## src/rtl/data_cache_pkg.sv

```systemverilog
// data_cache_pkg: shared constants and controller state encoding for the data cache.
package data_cache_pkg;
    localparam int WORD_SIZE      = 16;
    localparam int WORDS_PER_LINE = 4;
    localparam int OFFSET_BITS    = 2;

    typedef enum logic [1:0] {
        ST_IDLE  = 2'd0,
        ST_WB    = 2'd1,
        ST_FETCH = 2'd2
    } state_t;
endpackage

```

## src/rtl/cache_line_array.sv

```systemverilog
// cache_line_array: valid/dirty/tag/data storage for the direct-mapped cache.
// Combinational lookup and victim read port, synchronous word-write and line-fill port.
module cache_line_array #(
    parameter int WORD_SIZE  = data_cache_pkg::WORD_SIZE,
    parameter int INDEX_BITS = 2,
    localparam int TAG_BITS  = WORD_SIZE - INDEX_BITS - data_cache_pkg::OFFSET_BITS,
    localparam int LINE_BITS = data_cache_pkg::WORDS_PER_LINE * WORD_SIZE
) (
    input  logic                                   i_clk,
    input  logic                                   i_rst_n,
    input  logic [INDEX_BITS-1:0]                  i_index,
    input  logic [TAG_BITS-1:0]                    i_tag,
    input  logic [data_cache_pkg::OFFSET_BITS-1:0] i_offset,
    output logic                                   o_hit,
    output logic [WORD_SIZE-1:0]                   o_word,
    output logic                                   o_victim_dirty,
    output logic [TAG_BITS-1:0]                    o_victim_tag,
    output logic [LINE_BITS-1:0]                   o_victim_line,
    input  logic                                   i_wr_word,
    input  logic [WORD_SIZE-1:0]                   i_wdata,
    input  logic                                   i_fill,
    input  logic [INDEX_BITS-1:0]                  i_fill_index,
    input  logic [TAG_BITS-1:0]                    i_fill_tag,
    input  logic [LINE_BITS-1:0]                   i_fill_line
);
    import data_cache_pkg::*;

    localparam int LINES = 2 ** INDEX_BITS;

    logic [LINES-1:0]     r_valid;
    logic [LINES-1:0]     r_dirty;
    logic [TAG_BITS-1:0]  r_tag  [LINES];
    logic [WORD_SIZE-1:0] r_data [LINES][WORDS_PER_LINE];

    assign o_hit          = r_valid[i_index] && (r_tag[i_index] == i_tag);
    assign o_word         = r_data[i_index][i_offset];
    assign o_victim_dirty = r_valid[i_index] && r_dirty[i_index];
    assign o_victim_tag   = r_tag[i_index];

    for (genvar w = 0; w < WORDS_PER_LINE; w++) begin : g_victim
        assign o_victim_line[w*WORD_SIZE +: WORD_SIZE] = r_data[i_index][w];
    end

    // Only the status bits need reset; tag and data are qualified by valid.
    always_ff @(posedge i_clk or negedge i_rst_n) begin
        if (!i_rst_n) begin
            r_valid <= '0;
            r_dirty <= '0;
        end else if (i_fill) begin
            r_valid[i_fill_index] <= 1'b1;
            r_dirty[i_fill_index] <= 1'b0;
        end else if (i_wr_word) begin
            r_dirty[i_index] <= 1'b1;
        end
    end

    always_ff @(posedge i_clk) begin
        if (i_fill) begin
            r_tag[i_fill_index] <= i_fill_tag;
            for (int w = 0; w < WORDS_PER_LINE; w++)
                r_data[i_fill_index][w] <= i_fill_line[w*WORD_SIZE +: WORD_SIZE];
        end else if (i_wr_word) begin
            r_data[i_index][i_offset] <= i_wdata;
        end
    end
endmodule

```

## src/rtl/data_cache.sv

```systemverilog
// data_cache: direct-mapped, write-back, write-allocate data cache between the MEM stage
// and a line-wide backing memory, with hit/miss counters.
module data_cache #(
    parameter int WORD_SIZE  = data_cache_pkg::WORD_SIZE,
    parameter int INDEX_BITS = 2,
    parameter int CNT_WIDTH  = 16
) (
    input  logic                                              Clk,
    input  logic                                              Reset_N,
    input  logic                                              d_readC,
    input  logic                                              d_writeC,
    input  logic [WORD_SIZE-1:0]                              d_addressC,
    input  logic [WORD_SIZE-1:0]                              d_dataC_in,
    output logic [WORD_SIZE-1:0]                              d_dataC_out,
    output logic                                              d_doneM,
    output logic                                              d_readM,
    output logic                                              d_writeM,
    output logic [WORD_SIZE-1:0]                              d_addressM,
    output logic [data_cache_pkg::WORDS_PER_LINE*WORD_SIZE-1:0] d_dataM_out,
    input  logic [data_cache_pkg::WORDS_PER_LINE*WORD_SIZE-1:0] d_dataM_in,
    input  logic                                              mem_ack,
    output logic [CNT_WIDTH-1:0]                              num_hit,
    output logic [CNT_WIDTH-1:0]                              num_miss
);
    import data_cache_pkg::*;

    localparam int TAG_BITS  = WORD_SIZE - INDEX_BITS - OFFSET_BITS;
    localparam int LINE_BITS = WORDS_PER_LINE * WORD_SIZE;
    localparam logic [CNT_WIDTH-1:0] CNT_ONE = 1;

    state_t                r_state;
    logic                  r_refill;
    logic [INDEX_BITS-1:0] r_index;
    logic [TAG_BITS-1:0]   r_tag;
    logic                  r_readM;
    logic                  r_writeM;
    logic [WORD_SIZE-1:0]  r_addrM;
    logic [LINE_BITS-1:0]  r_dataM;
    logic [CNT_WIDTH-1:0]  r_hit;
    logic [CNT_WIDTH-1:0]  r_miss;

    logic                   w_req;
    logic [OFFSET_BITS-1:0] w_offset;
    logic [INDEX_BITS-1:0]  w_index;
    logic [TAG_BITS-1:0]    w_tag;
    logic                   w_hit;
    logic [WORD_SIZE-1:0]   w_word;
    logic                   w_victim_dirty;
    logic [TAG_BITS-1:0]    w_victim_tag;
    logic [LINE_BITS-1:0]   w_victim_line;
    logic                   w_idle_hit;

    assign w_req      = d_readC || d_writeC;
    assign w_offset   = d_addressC[OFFSET_BITS-1:0];
    assign w_index    = d_addressC[INDEX_BITS+OFFSET_BITS-1:OFFSET_BITS];
    assign w_tag      = d_addressC[WORD_SIZE-1:INDEX_BITS+OFFSET_BITS];
    assign w_idle_hit = (r_state == ST_IDLE) && w_req && w_hit;

    // A simultaneous read and write is served as a write, so no load data then.
    assign d_doneM     = w_idle_hit;
    assign d_dataC_out = (w_idle_hit && !d_writeC) ? w_word : '0;
    assign d_readM     = r_readM;
    assign d_writeM    = r_writeM;
    assign d_addressM  = r_addrM;
    assign d_dataM_out = r_dataM;
    assign num_hit     = r_hit;
    assign num_miss    = r_miss;

    cache_line_array #(
        .WORD_SIZE (WORD_SIZE),
        .INDEX_BITS(INDEX_BITS)
    ) u_lines (
        .i_clk         (Clk),
        .i_rst_n       (Reset_N),
        .i_index       (w_index),
        .i_tag         (w_tag),
        .i_offset      (w_offset),
        .o_hit         (w_hit),
        .o_word        (w_word),
        .o_victim_dirty(w_victim_dirty),
        .o_victim_tag  (w_victim_tag),
        .o_victim_line (w_victim_line),
        .i_wr_word     (w_idle_hit && d_writeC),
        .i_wdata       (d_dataC_in),
        .i_fill        ((r_state == ST_FETCH) && mem_ack),
        .i_fill_index  (r_index),
        .i_fill_tag    (r_tag),
        .i_fill_line   (d_dataM_in)
    );

    // Index and tag are latched at the miss so the refill finishes even if the CPU drops the request.
    always_ff @(posedge Clk or negedge Reset_N) begin
        if (!Reset_N) begin
            r_state  <= ST_IDLE;
            r_refill <= 1'b0;
            r_index  <= '0;
            r_tag    <= '0;
            r_readM  <= 1'b0;
            r_writeM <= 1'b0;
            r_addrM  <= '0;
            r_dataM  <= '0;
            r_hit    <= '0;
            r_miss   <= '0;
        end else begin
            case (r_state)
                ST_IDLE: begin
                    if (w_req && w_hit) begin
                        r_hit    <= r_refill ? r_hit : r_hit + CNT_ONE;
                        r_refill <= 1'b0;
                    end else if (w_req) begin
                        r_miss   <= r_miss + CNT_ONE;
                        r_refill <= 1'b1;
                        r_index  <= w_index;
                        r_tag    <= w_tag;
                        r_state  <= w_victim_dirty ? ST_WB : ST_FETCH;
                        r_writeM <= w_victim_dirty;
                        r_readM  <= !w_victim_dirty;
                        r_addrM  <= w_victim_dirty ? {w_victim_tag, w_index, {OFFSET_BITS{1'b0}}}
                                                   : {w_tag, w_index, {OFFSET_BITS{1'b0}}};
                        r_dataM  <= w_victim_dirty ? w_victim_line : '0;
                    end
                end
                ST_WB: begin
                    if (mem_ack) begin
                        r_state  <= ST_FETCH;
                        r_writeM <= 1'b0;
                        r_readM  <= 1'b1;
                        r_addrM  <= {r_tag, r_index, {OFFSET_BITS{1'b0}}};
                        r_dataM  <= '0;
                    end
                end
                ST_FETCH: begin
                    if (mem_ack) begin
                        r_state <= ST_IDLE;
                        r_readM <= 1'b0;
                        r_addrM <= '0;
                    end
                end
                default: r_state <= ST_IDLE;
            endcase
        end
    end
endmodule
```

## config.mk

```make
export PLATFORM = sky130hd
export DESIGN_NAME = data_cache
export DESIGN_NICKNAME = d
export VERILOG_FILES = /design/src/rtl/data_cache_pkg.sv /design/src/rtl/cache_line_array.sv /design/src/rtl/data_cache.sv
export SDC_FILE = /design/constraint.sdc
export NUM_CORES = 1
export LEC_CHECK = 0
export CORE_UTILIZATION = 43
export DETAILED_ROUTE_END_ITERATION = 10
export HOLD_SLACK_MARGIN = 0.06
export SLEW_MARGIN = 20
export SYNTH_ARGS = -nofsm -noshare
export SYNTH_HDL_FRONTEND = slang
export SYNTH_SLANG_ARGS = --single-unit
```

## constraint.sdc

```tcl
create_clock -name Clk -period 4.4 [get_ports Clk]
set_input_delay 0.88 -clock Clk [delete_from_list [all_inputs] [get_ports Clk]]
set_output_delay 0.88 -clock Clk [all_outputs]
set_load 0.1 [all_outputs]
```

==> run_results.csv, run 1 <==
group,metric,value,unit
placed_design,gp_congestion,0.847,
clocking,cts_buffers,46,
pwr,cellPowerDensity,508,nW/um^2
placed_design,dp_slack,95.1,ps
logic_synthesis,synth_top_family_by_area,"multiplexers",
critical_path,reg2reg_to,"u_lines.r_data[1][26]$_DFFE_PP_",
logic_synthesis,synth_xor_area_share,2.04,%
sta,worstMarginPinSlew,1100,ps
critical_path,slowest_stage,"mux4_2",
cells_and_area,nFillCells,3303,
placed_design,numPlacedInstances,1829,
pwr,peakVddDrop,0.000373,V
global_routing,grt_overflow,0,
die,num_io_pins,232,
clocking,ctsHoldBuffers,0,
drt,drt_pass1_iterations,5,
min_path,hp-class,"primary input to async pin",
sta,fmax,238,MHz
global_routing,grt_util_met3,5.29,%
die,core_area,42000,sq um
cells_and_area,area_delta_synth_final,26.8,%
global_routing,grt_start_max_net_pins,81,
placed_design,dp_hpwl,35100,um
logic_synthesis,yosysUniqueCellTypes,56,
critical_path,slowest_delay,670,ps
sta,slew_headroom,26.4,%
global_routing,grt_pass1_wl,77100,um
drt,num_vias,10919,
critical_path,rrSetupSlack,1220,ps
sta,fin_crit_sh,95.5,%
flow_run,cap_viol_max_count,0,
drt,via_per_inst,5.70,
logic_synthesis,avgSynthCellArea,17.3,sq um
critical_path,cp_num_buf_inv,4,
global_routing,grt_antenna_before_repair,4,
clocking,clk_latency,590,ps
logic_synthesis,synth_compound_area_share,7.82,%
cells_and_area,num_antenna_cells,0,
die,die_area,43600,sq um
global_routing,use_met1,33.8,%
pwr,finalPower,11.8,mW
critical_path,crit_fanout,55,
global_routing,grt.busiest_layer,"met2",
critical_path,critPathCaptureType,"output pin",
critical_path,worstSetupStartpointType,"primary input",
status,outcome,"finished, final reports clean",
sta,final.setup.worst_slack,198,ps
sta,finalHoldViolCount,0,
sta,setup_viol,0,
cells_and_area,fin_cells,1914,
placed_design,port-buffer-count,229,
logic_synthesis,ys_seq_elements,441,
die,start_util,43.7,%
logic_synthesis,ys.flop_type,"edfxtp_1",
cells_and_area,fin_area,23300,sq um
die,die_h,209,um
logic_synthesis,synthAdderAreaFrac,0.409,%
drt,drcViolationCount,0,
clocking,htree_num_levels,2,
drt,ant_nets,0,
clocking,post_cts_resized,0,
global_routing,grt_usage,24.6,%
cells_and_area,drive_gt1_share,22.9,%
clocking,cts.sinks,441,
die,fp.dieW,209,um
drt,wl_per_cell,27.4,um
critical_path,critPathTopFamily,"multiplexers",
global_routing,use_met2,39.9,%
drt,first_iter_violations,876,
sta,rsz0062_at_grt,"no",
sta,fin_skew,28.7,ps
critical_path,cp.required,3520,ps
clocking,cts_tree,"built",
global_routing,first_global_vias,11262,
clocking,cts-root-buf,"clkbuf_16",
logic_synthesis,syn-cell-area,18400,sq um
logic_synthesis,synth_edf_count,304,
logic_synthesis,synthSimpleGateAreaFrac,4.83,%
cells_and_area,final_nets,1445,
logic_synthesis,seq_area_frac_synth,68.3,%
pwr,p_leak,8.95,nW
logic_synthesis,syn_inst,1064,
critical_path,reg2reg_from,"u_lines.r_tag[2][3]$_DFFE_PP_",
logic_synthesis,synth.mux.area_fraction,13.9,%
critical_path,cp_cell_sequence,"buf_4 > buf_4 > buf_12 > mux4_2 > mux4_2 > nor2b_4 > buf_12",
critical_path,cp.arrival,3320,ps
logic_synthesis,yosys_warnings,0,
critical_path,rr_worst_depth,9,
die,std_cell_rows,75,
sta,report.final.slew_viol_count,0,
placed_design,postPlaceCellArea,21900,sq um
sta,period_minus_slack,4200,ps
clocking,cts_setup_buffers,0,
clocking,clk_pin_slew,50,ps
sta,hold_ws,387,ps
logic_synthesis,async_flop_share,31.1,%
critical_path,crit_type,"primary input to output pin",
drt,wirelength,52500,um
clocking,clockBufferDepth,3,
[cells in the final DEF (no fill, tap or decap), types with 3 or more instances in the layout]
cell	netlist	layout
nor2b_4	0	9
nor2_1	8	8
xnor2_1	32	32
mux4_2	89	89
mux2i_1	16	16
dfrtp_1	137	137
nand4_1	15	15
a22o_1	64	64
clkinv_2	0	6
o21ai_0	24	24
clkinvlp_4	0	3
edfxtp_1	304	304
clkbuf_16	0	46
ha_1	6	6
nand2b_1	6	6
nor2b_1	17	7
xor2_1	9	9
nor2_2	16	16
clkdlybuf4s50_1	0	208
and2_1	6	6
a21o_1	65	65
mux2_2	29	29
bufinv_16	0	3
buf_4	5	50
o41ai_4	0	4
nor4_1	4	4
o31ai_2	0	12
and3_1	9	9
a21oi_1	8	8
inv_1	29	29
or3_1	4	4
nand3_1	12	12
clkinv_1	0	12
nand2_1	49	49
clkbuf_1	19	10
buf_12	0	25
[cell families after synthesis]
| logic type | Yosys count |
|---|---|
| compound gates | 188 |
| xor+xnor | 42 |
| fa+ha+maj | 6 |
| buf+inv | 89 |
| flops | 441 |
| mux | 137 |
| other cells | 1 |
| simple gates | 160 |
[how the worst max path moves through the flow]
stage / endpoint / slack [ps] / startpoint / cells past startpoint
CTS: d_dataC_out[10] / 90 / d_addressC[2] / 10
global route: d_dataC_out[10] / 70 / d_addressC[2] / 10
finish: d_dataC_out[9] / 200 / d_addressC[2] / 7
detailed placement: d_dataC_out[10] / 100 / d_addressC[2] / 10
floorplan: d_dataC_out[0] / -400 / d_addressC[3] / 11
global placement: d_dataC_out[10] / 130 / d_addressC[2] / 10
[state kept, by name, indices dropped and copies added (netlist names), 12 cells and up]
name            flops
num_miss           16
d_addressM         14
num_hit            16
d_dataM_out        64
r_tag              12
u_lines.r_tag      48
u_lines.r_data    256
[layer usage]
metal  part of all wire (%)  up-vias
met3                    7.0       76
met1                     42     5699
met4                    2.2        4
li1                       -     4732
met5                  0.051        -
met2                     48      408
[metrics by stage]
stage	setup TNS, ps	utilization (%)
2_1_floorplan	-2530	-
3_3_place_gp	0	52.0
3_5_place_dp	0	52.0
4_1_cts	0	55.4
5_1_grt	0	55.4
6_report	0	55.4
[cells in the mapped netlist (3+ instances only)]
library cell  count  area, sq um
edfxtp_1        304         9130
o31ai_1          12         90.1
xor2_1            9         78.8
mux2_2           29          327
a21oi_1           8         40.0
ha_1              6         75.1
and2_1            6         37.5
or3_1             4         25.0
nand2_1          49          184
nand3_1          12         60.1
nand2b_1          6         37.5
mux4_2           89         2000
clkbuf_1         19         71.3
dfrtp_1         137         3430
nand4_1          15         93.8
nor2b_1          17          106
buf_4             5         37.5
a22o_1           64          561
a21o_1           65          488
and3_1            9         56.3
nor2_2           16          100
o21ai_0          24          120
o41ai_1           4         35.0
buf_1             3         11.3
xnor2_1          32          280
mux2i_1          16          160
buf_6            16          180
nor4_1            4         25.0
nor2_1            8         30.0
inv_1            29          109
buf_2            17         85.1
[where the power goes]
group,leakage (nW),switching (mW),total (mW),internal [mW]
clock network,0.694,1.61,3.74,2.14
registers,4.59,0.271,5.40,5.13
logic,3.67,1.83,2.71,0.873
total,8.95,3.71,11.8,8.14
[layout make-up]
type	count	area [sq um]	area share [%]
clock buffer	58	1220	5.22
clock inverter	27	221	0.950
inverter	29	109	0.467
multi-input combinational	535	5550	23.8
sequential	441	12600	53.9
tap	539	674	2.89
timing repair buffer	285	2970	12.8
Note: power is estimated with default switching activity, not from simulation.
==> run 2, diff against run 1 <==
--- a/config.mk
+++ b/config.mk
@@ -8,7 +8,7 @@
 export CORE_UTILIZATION = 43
 export DETAILED_ROUTE_END_ITERATION = 10
 export HOLD_SLACK_MARGIN = 0.06
-export SLEW_MARGIN = 20
+export SLEW_MARGIN = 25
 export SYNTH_ARGS = -nofsm -noshare
 export SYNTH_HDL_FRONTEND = slang
 export SYNTH_SLANG_ARGS = --single-unit
==> constraint.sdc (replaced) <==
create_clock -name Clk -period 4.4 [get_ports Clk]
set_input_delay 0.66 -clock Clk [delete_from_list [all_inputs] [get_ports Clk]]
set_output_delay 0.66 -clock Clk [all_outputs]
set_load 0.1 [all_outputs]
==> run 2 against run 1 <==
Compared with the run above: power about the same; sequential cell count did not move; critical path type unchanged; highest routed layer is now met4; critical path depth is 2 higher; via count fell by 0.57%; routed wire length shrank 4.4%; cell area is 1.2% lower.
==> run_results.csv, run 2 (synthesized netlist as in run 1, its figures left out) <==
group,metric,value,unit
clocking,cts.sinks,441,
cells_and_area,nFillCells,3370,
cells_and_area,area_delta_synth_final,25.3,%
sta,finalHoldViolCount,0,
drt,ant_nets,0,
die,std_cell_rows,75,
cells_and_area,multi_input_area,5440,sq um
sta,report.final.slew_viol_count,0,
clocking,clk_pin_slew,60,ps
clocking,cts_buffers,47,
global_routing,grt_overflow,0,
drt,first_iter_violations,982,
status,outcome,"finished, final reports clean",
min_path,hp-class,"primary input to async pin",
cells_and_area,fin_area,23000,sq um
critical_path,cp.arrival,3310,ps
global_routing,grt_usage,23.4,%
critical_path,worstSetupStartpointType,"primary input",
clocking,clk_latency,580,ps
drt,routed.top_layer,"met4",
drt,wirelength,50200,um
critical_path,reg2reg_from,"u_lines.r_tag[1][3]$_DFFE_PP_",
clocking,cts-root-buf,"clkbuf_16",
global_routing,grt_start_max_net_pins,87,
die,core_area,42000,sq um
critical_path,cp.required,3740,ps
placed_design,gp_congestion,0.801,
cells_and_area,drive_gt1_share,20.5,%
cells_and_area,num_antenna_cells,0,
sta,slew_headroom,27.5,%
die,die_h,209,um
drt,wl_per_cell,26.5,um
pwr,peakVddDrop,0.000370,V
drt,wl_met1,21900,um
cells_and_area,largest_register_ffs,256,
sta,fin_skew,20.7,ps
critical_path,critPathCaptureType,"output pin",
drt,num_vias,10857,
cells_and_area,mostFrequentLayoutCell,"edfxtp_1",
global_routing,grt_pass1_wl,74100,um
drt,drt_pass1_iterations,5,
global_routing,first_global_vias,10906,
clocking,ctsHoldBuffers,0,
pwr,cellPowerDensity,515,nW/um^2
cells_and_area,final_cell_mix,"304 x edfxtp_1, 209 x clkdlybuf4s50_1, 137 x dfrtp_1, 89 x mux4_2, 65 x a21o_1",
placed_design,dp_hpwl,33100,um
drt,via_per_inst,5.74,
critical_path,crit_type,"primary input to output pin",
die,die_area,43600,sq um
clocking,post_cts_resized,0,
sta,fmax,252,MHz
die,start_util,43.7,%
cells_and_area,regMostFlops,"u_lines.r_data",
placed_design,numPlacedInstances,1803,
cells_and_area,fin_cells,1891,
drt,wl_met2,23500,um
clocking,cts_setup_buffers,0,
critical_path,crit_fanout,16,
clocking,clockBufferDepth,3,
sta,period_minus_slack,3970,ps
global_routing,grt_antenna_before_repair,3,
critical_path,rrSetupSlack,1190,ps
pwr,finalPower,11.9,mW
sta,fin_crit_sh,90.2,%
flow_run,cap_viol_max_count,0,
sta,setup_viol,0,
sta,worstMarginPinSlew,1080,ps
clocking,cts_tree,"built",
drt,met3_length,3570,um
placed_design,port-buffer-count,229,
critical_path,rr_worst_depth,9,
clocking,htree_num_levels,2,
cells_and_area,register_area,12600,sq um
die,num_io_pins,232,
placed_design,postPlaceCellArea,21500,sq um
die,fp.dieW,209,um
pwr,p_leak,8.76,nW
sta,rsz0062_at_grt,"no",
critical_path,reg2reg_to,"u_lines.r_data[3][5]$_DFFE_PP_",
cells_and_area,final_nets,1420,
drt,drcViolationCount,0,
==> run 2: changes by cell type in the layout (fill, tap and decap cells not counted), moves of 3 or more <==
| cell | previous run | this run |
|---|---|---|
| clkinv_2 | 6 | 2 |
| nor2b_4 | 9 | 0 |
| clkinvlp_4 | 3 | 0 |
| clkbuf_8 | 2 | 8 |
| o41ai_2 | 0 | 4 |
| buf_12 | 25 | 22 |
| clkbuf_1 | 10 | 15 |
| nor2b_1 | 7 | 17 |
| o41ai_4 | 4 | 0 |
| buf_4 | 50 | 27 |
==> run 2: layout make-up <==
type                       count  share of cell area [%]
timing repair buffer         259                    11.9
clock inverter                18                   0.712
tap                          539                    2.93
inverter                      29                   0.473
sequential                   441                    54.5
multi-input combinational    535                    23.6
clock buffer                  70                    5.83
==> run 2: worst max path at each step <==
stage / slack, ps / end / cells past startpoint / start
after detailed placement: 430 / d_dataC_out[13] / 9 / d_addressC[2]
after global placement: 470 / d_dataC_out[11] / 9 / d_addressC[2]
after CTS: 420 / d_dataC_out[11] / 9 / d_addressC[2]
after floorplan: -120 / d_dataC_out[10] / 12 / d_addressC[3]
final: 430 / d_dataC_out[7] / 9 / d_addressC[2]
after global routing: 300 / d_dataC_out[10] / 9 / d_addressC[2]
==> run 2: power breakdown <==
part	internal, mW	switching (mW)	leakage (nW)
Sequential	5.13	0.272	4.59
Clock	2.28	1.59	0.734
Combinational	0.808	1.78	3.43
Total	8.22	3.64	8.76
==> run 2: metrics by stage <==
| step | hold WS, ps | TNS (ps) | setup WS (ps) | util [%] |
|---|---|---|---|---|
| 6_report | 174 | 0 | 431 | 54.8 |
| 4_1_cts | 196 | 0 | 416 | 54.8 |
| 3_5_place_dp | 455 | 0 | 433 | 51.2 |
| 3_3_place_gp | 449 | 0 | 468 | 51.2 |
| 5_1_grt | 244 | 0 | 299 | 54.8 |
| 2_1_floorplan | 364 | -1220 | -122 | - |
==> run 2: critical path: stages <==
cell	delay, ps
buf_4	250
mux4_1	630
xnor2_1	240
nand2_1	120
a221oi_4	360
and3b_1	300
nand2b_4	210
nor2b_1	300
buf_12	210
==> run 2: metal layers <==
metal	vias to the layer above	global-route usage, %
li1	4688	-
met1	5672	33.9
met2	437	36.2
met3	60	4.36
met4	0	6.97
met5	-	0
==> run 3, diff against run 2 <==
--- a/config.mk
+++ b/config.mk
@@ -5,10 +5,11 @@
 export SDC_FILE = /design/constraint.sdc
 export NUM_CORES = 1
 export LEC_CHECK = 0
+export ABC_AREA = 1
 export CORE_UTILIZATION = 43
 export DETAILED_ROUTE_END_ITERATION = 10
 export HOLD_SLACK_MARGIN = 0.06
-export SLEW_MARGIN = 25
+export SLEW_MARGIN = 5
 export SYNTH_ARGS = -nofsm -noshare
 export SYNTH_HDL_FRONTEND = slang
 export SYNTH_SLANG_ARGS = --single-unit
==> run 3 against run 2 <==
Compared with the run above: clock-buffer cell count is 12 lower; sequential power is 3% higher; sequential cell count stayed put; clock power is 5.4% higher; critical endpoint is now d_dataC_out[14]; largest power group unchanged.
==> run_results.csv, run 3 <==
group,metric,value,unit
critical_path,cp.arrival,3460,ps
critical_path,critPathCaptureType,"output pin",
die,num_io_pins,232,
drt,ant_nets,0,
clocking,cts_tree,"built",
clocking,cts.sinks,441,
sta,rsz0062_at_grt,"no",
pwr,cellPowerDensity,565,nW/um^2
global_routing,grt_antenna_before_repair,1,
logic_synthesis,synth_edf_count,304,
critical_path,cp.required,3740,ps
logic_synthesis,seq_area_frac_synth,67.6,%
critical_path,slowest_delay,450,ps
critical_path,crit_fanout,33,
clocking,cts_setup_buffers,0,
sta,setup_viol,0,
global_routing,use_met2,37.4,%
logic_synthesis,ys.flop_type,"edfxtp_1",
critical_path,cp_cell_sequence,"clkdlybuf4s50_1 > buf_12 > inv_4 > nand2_1 > nand2_1 > nand2_1 > nand3_1 > nand2_1 > nor2_1 > nand2_1 > nor2_1 > nand2_2 > nor2_8 > nand2_1 > buf_4 > a31oi_1 > buf_12",
cells_and_area,multi_input_area,5220,sq um
pwr,finalPower,13.3,mW
cells_and_area,largest_register_ffs,256,
logic_synthesis,synth_most_common_cell,"nand2_1",
cells_and_area,final_nets,2072,
placed_design,port-buffer-count,229,
placed_design,gp_congestion,0.894,
logic_synthesis,syn-cell-area,18600,sq um
global_routing,grt_pass1_wl,78800,um
clocking,clockBufferDepth,3,
clocking,cts_buffers,46,
global_routing,grt_start_max_net_pins,103,
logic_synthesis,yosys_warnings,0,
critical_path,slowest_stage,"clkdlybuf4s50_1",
clocking,clk_pin_slew,60,ps
logic_synthesis,synth_area_leaders,"edfxtp_1 49%, dfrtp_1 18%, nand2_1 11%, o21ai_0 3.2%, nor2_1 2.6%",
clocking,htree_num_levels,2,
cells_and_area,drive_gt1_share,8.74,%
logic_synthesis,synth_top_area_share,49.1,%
drt,drcViolationCount,0,
die,die_area,44100,sq um
die,core_area,42300,sq um
sta,finalHoldViolCount,0,
sta,period_minus_slack,4120,ps
placed_design,dp_slack,127,ps
clocking,clk_latency,600,ps
sta,fin_skew,22.0,ps
min_path,hp-class,"primary input to async pin",
flow_run,cap_viol_max_count,0,
die,die_h,210,um
drt,via_per_inst,5.22,
logic_synthesis,async_flop_share,31.1,%
sta,worstMarginPinSlew,1100,ps
cells_and_area,regMostFlops,"u_lines.r_data",
logic_synthesis,yosysUniqueCellTypes,42,
sta,slew_headroom,26.6,%
global_routing,grt_util_met3,3.20,%
sta,fin_crit_sh,93.6,%
global_routing,grt.busiest_layer,"met2",
drt,first_iter_violations,1227,
cells_and_area,final_util,55.4,%
placed_design,dp_hpwl,36500,um
drt,wirelength,51600,um
sta,final.setup.worst_slack,284,ps
clocking,cts-root-buf,"clkbuf_16",
critical_path,crit_top_cell,"nand2_1",
cells_and_area,area_delta_synth_final,26.2,%
sta,report.final.slew_viol_count,0,
die,fp.dieW,210,um
status,outcome,"finished, final reports clean",
critical_path,crit_type,"primary input to output pin",
global_routing,grt_overflow,0,
die,std_cell_rows,75,
logic_synthesis,avgSynthCellArea,10.8,sq um
drt,wl_per_cell,20.0,um
pwr,peakVddDrop,0.000391,V
critical_path,worstSetupStartpointType,"primary input",
logic_synthesis,syn_inst,1713,
pwr,p_leak,9.48,nW
cells_and_area,num_antenna_cells,0,
drt,num_vias,13475,
cells_and_area,register_area,12600,sq um
global_routing,first_global_vias,13057,
sta,fmax,243,MHz
logic_synthesis,synth_commonest_cells,"538 x nand2_1, 304 x edfxtp_1, 137 x dfrtp_1",
global_routing,use_met1,34.0,%
cells_and_area,mostFrequentLayoutCell,"nand2_1",
global_routing,grt_usage,23.8,%
logic_synthesis,ys_seq_elements,441,
drt,drt_pass1_iterations,5,
cells_and_area,nFillCells,3658,
cells_and_area,final_cell_mix,"536 x nand2_1, 304 x edfxtp_1, 210 x clkdlybuf4s50_1, 137 x dfrtp_1, 131 x nor2_1",
die,start_util,43.9,%
logic_synthesis,synth_top_cell_by_area,"edfxtp_1",
## run 3: changes by cell type after synthesis, sizes merged, moves of 25 or more
cell	change
a21o	-66
xnor2	-25
nand3	+32
mux2	-27
o21ai	+135
o22ai	+40
o221ai	+26
mux4	-90
o22a	+26
nand2	+491
a22o	-64
inv	+76
nor2	+112
## run 3: worst max-delay path: cells and delay by family
family / cells / cell delay (ps)
AOI/OAI and AO/OA: 1 / 280
buffers and inverters: 5 / 1330
and+or+nand+nor: 11 / 1170
## run 3: final timing paths
| check | startpoint | end | slack, ps | depth (start not counted) |
|---|---|---|---|---|
| setup / recovery | d_addressC[2] | d_dataC_out[14] | 280 | 17 |
| hold / removal | Reset_N | d_addressM[10]$_DFFE_PN0P_ | 190 | 1 |
| setup reg to reg | u_lines.r_tag[3][7]$_DFFE_PP_ | u_lines.r_data[1][30]$_DFFE_PP_ | 1590 | 16 |
| hold reg to reg | u_lines.r_valid[3]$_DFFE_PN0P_ | u_lines.r_valid[3]$_DFFE_PN0P_ | 460 | 1 |
| max in group asynchronous | Reset_N | d_dataM_out[63]$_DFFE_PN0P_ | 3080 | 2 |
| min in group Clk | u_lines.r_valid[3]$_DFFE_PN0P_ | u_lines.r_valid[3]$_DFFE_PN0P_ | 460 | 1 |
## run 3: kinds of logic after synthesis
group | Yosys count | synth area share (%)
buffers and inverters | 182 | 4.54
AND/OR/NAND/NOR | 773 | 16.9
AO/OA/AOI/OAI | 281 | 9.20
multiplexers | 3 | 0.182
XOR/XNOR | 26 | 1.23
adder cells (fa/ha/maj) | 6 | 0.404
flip-flops | 441 | 67.6
other | 1 | 0.0202
## run 3: per-layer routing
layer  part of all wire, %  vias up
met5                     0        -
met4                   2.9        0
met3                   5.6       89
met2                    46      462
met1                    46     6527
li1                      -     6397
## run 3: timing repair
action,4_1_cts,5_1_grt
hold buffers,0,0
resized for setup,0,6
endpoints found under the setup margin,0,5
## run 3: metrics by stage
step / hold WS (ps) / std cells / area [sq um] / TNS [ps]
after CTS: 226 / 2580 / 23400 / 0
after global placement: 457 / 2494 / 21800 / 0
after floorplan: 364 / 1714 / 18600 / -3080
final: 189 / 2580 / 23500 / 0
after global routing: 270 / 2580 / 23500 / 0
after detailed placement: 452 / 2494 / 21800 / 0
## run 3: layout make-up
class	count	area share, %
Multi-Input combinational cell	1091	22.3
Clock inverter	28	1.55
Tap cell	577	3.08
Inverter	108	1.75
Clock buffer	58	5.27
Timing Repair Buffer	277	12.5
Sequential cell	441	53.5
## run 3: power by group
group | total (mW) | internal [mW] | switching (mW)
Combinational | 3.63 | 0.872 | 2.75
Sequential | 5.55 | 5.19 | 0.357
Clock | 4.08 | 2.43 | 1.65
